**src/rtl/pc_gen.sv**
```systemverilog
// Fetch-stage program-counter generator with valid/ready request handshake.
// Define PC_RAS_EN to build in the return-address stack for return prediction.
module pc_gen #(
    parameter int                   ADDR_W     = 32,
    parameter logic [ADDR_W-1:0]    RESET_ADDR = '0,
    parameter int                   INST_BYTES = 4,
    parameter int                   RAS_DEPTH  = 4
) (
    input  logic              clk,
    input  logic              rst,
    input  logic              jump_flag_i,
    input  logic [ADDR_W-1:0] jump_addr_i,
    input  logic              stall_i,
    input  logic              req_ready_i,
    input  logic              call_i,
    input  logic              ret_i,
    output logic [ADDR_W-1:0] pc_o,
    output logic              req_valid_o,
    output logic              ras_empty_o,
    output logic              ras_full_o
);

    localparam logic [ADDR_W-1:0] INC = ADDR_W'(INST_BYTES);

    logic [ADDR_W-1:0] pc_q, pc_d;
    logic [ADDR_W-1:0] seq_pc;
    logic [ADDR_W-1:0] ras_top;
    logic              valid_q;
    logic              accept;
    logic              ret_hit;

    assign accept = valid_q & req_ready_i & ~stall_i;
    assign seq_pc = pc_q + INC;

`ifdef PC_RAS_EN
    localparam int PTR_W = $clog2(RAS_DEPTH);
    localparam int CNT_W = PTR_W + 1;
    localparam logic [CNT_W-1:0] CNT_FULL = CNT_W'(RAS_DEPTH);

    logic [ADDR_W-1:0] ras_mem [RAS_DEPTH];
    logic [PTR_W-1:0]  ptr_q, ptr_d;
    logic [PTR_W-1:0]  top_idx;
    logic [CNT_W-1:0]  cnt_q, cnt_d;
    logic              ras_we;
    logic [PTR_W-1:0]  ras_waddr;

    // ptr_q points at the next free slot; a full push lands on the oldest entry.
    assign top_idx = ptr_q - PTR_W'(1);
    assign ras_top = ras_mem[top_idx];
    assign ret_hit = accept & ~jump_flag_i & ret_i & (cnt_q != '0);

    // NOTE: every output of a combinational block gets a default first so no latch is inferred.
    always_comb begin
        ptr_d     = ptr_q;
        cnt_d     = cnt_q;
        ras_we    = 1'b0;
        ras_waddr = ptr_q;
        if (accept && !jump_flag_i) begin
            if (ret_hit) begin
                if (call_i) begin
                    ras_we    = 1'b1;
                    ras_waddr = top_idx;
                end else begin
                    ptr_d = top_idx;
                    cnt_d = cnt_q - CNT_W'(1);
                end
            end else if (call_i) begin
                ras_we = 1'b1;
                ptr_d  = ptr_q + PTR_W'(1);
                if (cnt_q != CNT_FULL) begin
                    cnt_d = cnt_q + CNT_W'(1);
                end
            end
        end
    end

    always_ff @(posedge clk or negedge rst) begin
        if (!rst) begin
            ptr_q <= '0;
            cnt_q <= '0;
        end else begin
            ptr_q <= ptr_d;
            cnt_q <= cnt_d;
        end
    end

    // NOTE: stack storage is left unreset; the count alone says which entries are live.
    always_ff @(posedge clk) begin
        if (ras_we) begin
            ras_mem[ras_waddr] <= seq_pc;
        end
    end

    assign ras_empty_o = (cnt_q == '0);
    assign ras_full_o  = (cnt_q == CNT_FULL);
`else
    logic unused_ras;

    assign ras_top     = '0;
    assign ret_hit     = 1'b0;
    assign ras_empty_o = 1'b1;
    assign ras_full_o  = 1'b0;
    assign unused_ras  = call_i ^ ret_i ^ (RAS_DEPTH > 0);
`endif

    always_comb begin
        pc_d = pc_q;
        if (jump_flag_i) begin
            pc_d = jump_addr_i;
        end else if (ret_hit) begin
            pc_d = ras_top;
        end else if (accept) begin
            pc_d = seq_pc;
        end
    end

    // NOTE: state registers use non-blocking assignments so all flops see pre-edge values.
    always_ff @(posedge clk or negedge rst) begin
        if (!rst) begin
            pc_q    <= RESET_ADDR;
            valid_q <= 1'b0;
        end else begin
            pc_q    <= pc_d;
            valid_q <= 1'b1;
        end
    end

    assign pc_o        = pc_q;
    assign req_valid_o = valid_q;

endmodule
```
**config.mk**
```make
export PLATFORM = sky130hd
export DESIGN_NAME = pc_gen
export DESIGN_NICKNAME = d
export VERILOG_FILES = /design/src/rtl/pc_gen.sv
export SDC_FILE = /design/constraint.sdc
export NUM_CORES = 1
export LEC_CHECK = 0
export CAP_MARGIN = 25
export CORE_MARGIN = 5
export CORE_UTILIZATION = 40
export CTS_CLUSTER_SIZE = 40
export DETAILED_ROUTE_END_ITERATION = 10
export GPL_TIMING_DRIVEN = 0
export PLACE_DENSITY = 0.82
export SETUP_SLACK_MARGIN = 0.15
export SLEW_MARGIN = 20
export SYNTH_ARGS = -nofsm -noshare
export SYNTH_HDL_FRONTEND = slang
export SYNTH_SLANG_ARGS = --single-unit
```
**constraint.sdc**
```tcl
create_clock -name clk -period 1.6 [get_ports clk]
set_input_delay 0.32 -clock clk [delete_from_list [all_inputs] [get_ports clk]]
set_output_delay 0.32 -clock clk [all_outputs]
set_load 0.01 [all_outputs]
```
==> summary.txt <==
Synth
  • Post-Synth XOR/XNOR Area: 0.0491
  • Largest area contributor in the netlist: dfrtp_1
  • Share of the synthesized area in the top cell type: 0.421
  • Post-Synth Simple-Gate Area: 0.305
  • Main combinational cell family by area after synthesis: simple AND/OR/NAND/NOR gates
  • Mean Syn Cell Area: roughly 9 sq um
  • Top-count cell post-synth: dfrtp_1
  • Post-synth EDFFs: 0
  • Synth Area in Compound Gates: 0.150
  • Mux cell area share after synthesis: 0.0166
  • Synth top area cells: dfrtp_1 (42%), a31oi_1 (5.1%), or4_1 (5.0%)
  • Ys flop type: dfrtp_1
  • Cells after synthesis: between 200 and 250
  • Cell variety after synth: 35
  • Adder-cell share of the synthesized area: 0.00637
  • Post-synth ARST share: 1.00
  • Most frequent cells after synthesis: dfrtp_1 (33), nand2_1 (21), nor2_1 (18), o21ai_0 (18), a31oi_1 (16)
  • Register area share after synthesis: 0.421
  • Synthesis Warnings: 0
  • #FFs+latches synth: 33
  • Netlist Area Pre-Place: just under 0.002 sq mm

Status
  • Failing checks: negative setup slack
  • Status: finished with violations

Routing
  • DRC: 0
  • DR vias: between 2,000 and 2,500
  • First DRT Iteration DRCs: roughly 150
  • Detail Route Antenna Nets: 0
  • Routed vias/inst: 5.58
  • DR WL/cell: 18.3 um
  • Post-Route WL: between 7000 and 8000 um
  • DR pass1 iterations: 4

Die
  • Io pins: 74
  • Width of the die: ~80 um
  • Die footprint: roughly 0.0064 sq mm
  • Row cnt: 25
  • Die Ht: 80.1 um
  • Starting Density: 0.413
  • Core area: between 0.004 and 0.005 sq mm

Timing
  • Final period util: 1.09
  • Final min period: around 1.7 ns
  • Setup TNS: -1.72 ns
  • Final Hold Vio Count: 0
  • Slew headroom: 0.659
  • Final count of pins violating max slew: 0
  • Setup-failing EPs final: 20
  • Setup WS post-layout: -0.144 ns
  • RSZ-0062 raised after global routing: yes
  • Clock Skew: 0.00835 ns
  • Fmax: 573 MHz
  • Worst Tran Pin Value: ~0.51 ns

Clock tree
  • Clk_lat worst skew: around 0.29 ns
  • Clk slew on worst S/H paths: about 0.07 ns
  • CTS sink cnt: 33
  • CTS tree: done
  • CTS Buffer Depth: 2
  • CTS root buffer: clkbuf_8
  • CTS Buf Count: 5
  • H-tree depth: 2

Place
  • Worst slack, placed: -0.578 ns
  • Placed insts: 357
  • Placer Congestion: about 0.85
  • Number of buffers added on ports: 69
  • Post-DP HPWL: between 4000 and 5000 um

Worst setup path
  • Nature of the critical path endpoint: register
  • Worst r2r path cells: 6
  • WP data required: between 1.5 and 2 ns
  • Kind of critical path: reg2reg
  • CP max FO: 6
  • R2r setup slk: -0.14 ns
  • Critical Path AT: 1.94 ns
  • Critical path launch point type: register

Power
  • Combinational power share: 0.302
  • P_int: approximately 1700 uW
  • Lkg Pwr: about 0.0015 uW
  • Maximum vdd drop: around 0.00048 V
  • Pwr/cell area: 702 mW/mm^2
  • Flop pwr share: 0.407
  • P_sw: between 700 and 800 uW
  • Clk pwr share: 0.291
  • Switching fraction of total power: 0.307

Finish
  • Filler cells: 350
  • Layout area overhead: 79.7%
  • Share of layout cells above drive strength 1: 0.383
  • # nets final: around 400
  • Final std cells w/o fill: 427
  • # diodes: 0

GRT
  • Largest net degree at the start of global routing: 32
  • Global Route Usage Sum: 0.223
  • Initial antenna violation count: 0
  • Global route overflow: 0
  • Vias in the first global route: ~2,300
  • First-pass GRT wire length: around 11,000 um

Flow run
  • MaxCap Viol Count: 0

Worst hold path
  • Hold WC Path Type: in2async
-- placed cells by master (no fill, tap or decap), types with 3 or more instances in the layout --
cell type,count
and3_1,3
clkdlybuf4s50_1,33
inv_1,4
buf_4,55
and4_4,4
xnor2_1,4
a31oi_1,14
clkdlybuf4s15_1,4
clkbuf_8,7
nand2_1,20
o31ai_1,7
xor2_1,5
nand4_1,9
o21ai_0,10
o31ai_2,4
and3_4,3
or3_1,4
or4_1,10
nand3_2,4
clkbuf_2,6
clkbuf_1,3
dlygate4sd2_1,23
dfrtp_1,17
conb_1,3
o21ai_1,8
nand3_1,7
clkbuf_4,3
dfrtp_2,16
nand4_4,3
nor2_1,18
or4_4,3
buf_6,16
-- cell type report --
| class | count | area [sq um] | share of cell area |
|---|---|---|---|
| Inverter | 4 | 15.0 | 0.00426 |
| Timing Repair Buffer | 132 | 1160 | 0.330 |
| Buffer | 15 | 121 | 0.0344 |
| Clock buffer | 7 | 96.3 | 0.0273 |
| Tap cell | 67 | 83.8 | 0.0238 |
| Multi-Input combinational cell | 168 | 1200 | 0.339 |
| Clock inverter | 1 | 5.00 | 0.00142 |
| Sequential cell | 33 | 846 | 0.240 |
-- worst paths after layout --
check / startpoint / to
worst max-delay path: pc_o[2]$_DFFE_PN0P_ / pc_o[16]$_DFFE_PN0P_
worst min-delay path: rst / pc_o[1]$_DFFE_PN0P_
worst max register to register: pc_o[2]$_DFFE_PN0P_ / pc_o[16]$_DFFE_PN0P_
worst min register to register: pc_o[0]$_DFFE_PN0P_ / pc_o[0]$_DFFE_PN0P_
max in group asynchronous: rst / pc_o[18]$_DFFE_PN0P_
min in group clk: pc_o[0]$_DFFE_PN0P_ / pc_o[0]$_DFFE_PN0P_
-- metal layers --
layer / wire, um / share of wire / vias up / GRT usage
met5: 0 / 0 / - / 0
met1: 3040 / 0.39 / 1152 / 0.254
met3: 559 / 0.072 / 22 / 0.0504
met4: 262 / 0.034 / 0 / 0.0743
li1: - / - / 1102 / -
met2: 3930 / 0.50 / 108 / 0.408
-- repair_timing --
action | 4_1_cts | 5_1_grt
setup endpoints to repair | 62 | 39
gates resized for setup | 72 | 49
hold endpoints to repair | 2 | 0
pin swaps | 30 | 21
buffers inserted | 52 | 9
hold buffers | 1 | 0
-- power groups by stage --
stage          clock [uW]  sequential, uW  combinational (uW)
3_5_place_dp            0            1040                 534
4_1_cts               718             992                 661
6_report              720            1010                 748
2_1_floorplan           0            1050                 188
5_1_grt               761            1020                 803
3_3_place_gp            0            1040                 520
-- per-stage QoR --
| stage | total power (uW) | util | cell area (sq um) | hold slack (ns) |
|---|---|---|---|---|
| final | 2480 | 0.742 | 3530 | 0.359 |
| after global routing | 2580 | 0.742 | 3530 | 0.375 |
| after CTS | 2370 | 0.702 | 3340 | 0.356 |
| after detailed placement | 1580 | 0.590 | 2810 | 0.132 |
| after global placement | 1560 | 0.587 | 2790 | 0.493 |
| after floorplan | 1240 | - | 2020 | 0.0244 |
-- kinds of logic (layout without fill, tap and decap cells) --
logic type / Yosys count / count (layout)
XOR/XNOR: 11 / 11
multiplexers: 3 / 3
adder cells (fa/ha/maj): 1 / 1
AO/OA/AOI/OAI: 48 / 48
other: 2 / 3
buffers and inverters: 19 / 159
flip-flops: 33 / 33
AND/OR/NAND/NOR: 102 / 102
-- critical path, stage by stage (launching register included) --
cell	delay, ns
dfrtp_2	0.39
ha_1	0.15
and4b_1	0.21
buf_6	0.15
nand2_4	0.07
or4_1	0.49
a31oi_1	0.19
-- registers in the layout (all words and copies together) (netlist names) --
name         count
pc_o            32
req_valid_o      1
Note: power is estimated with default switching activity, not from simulation.
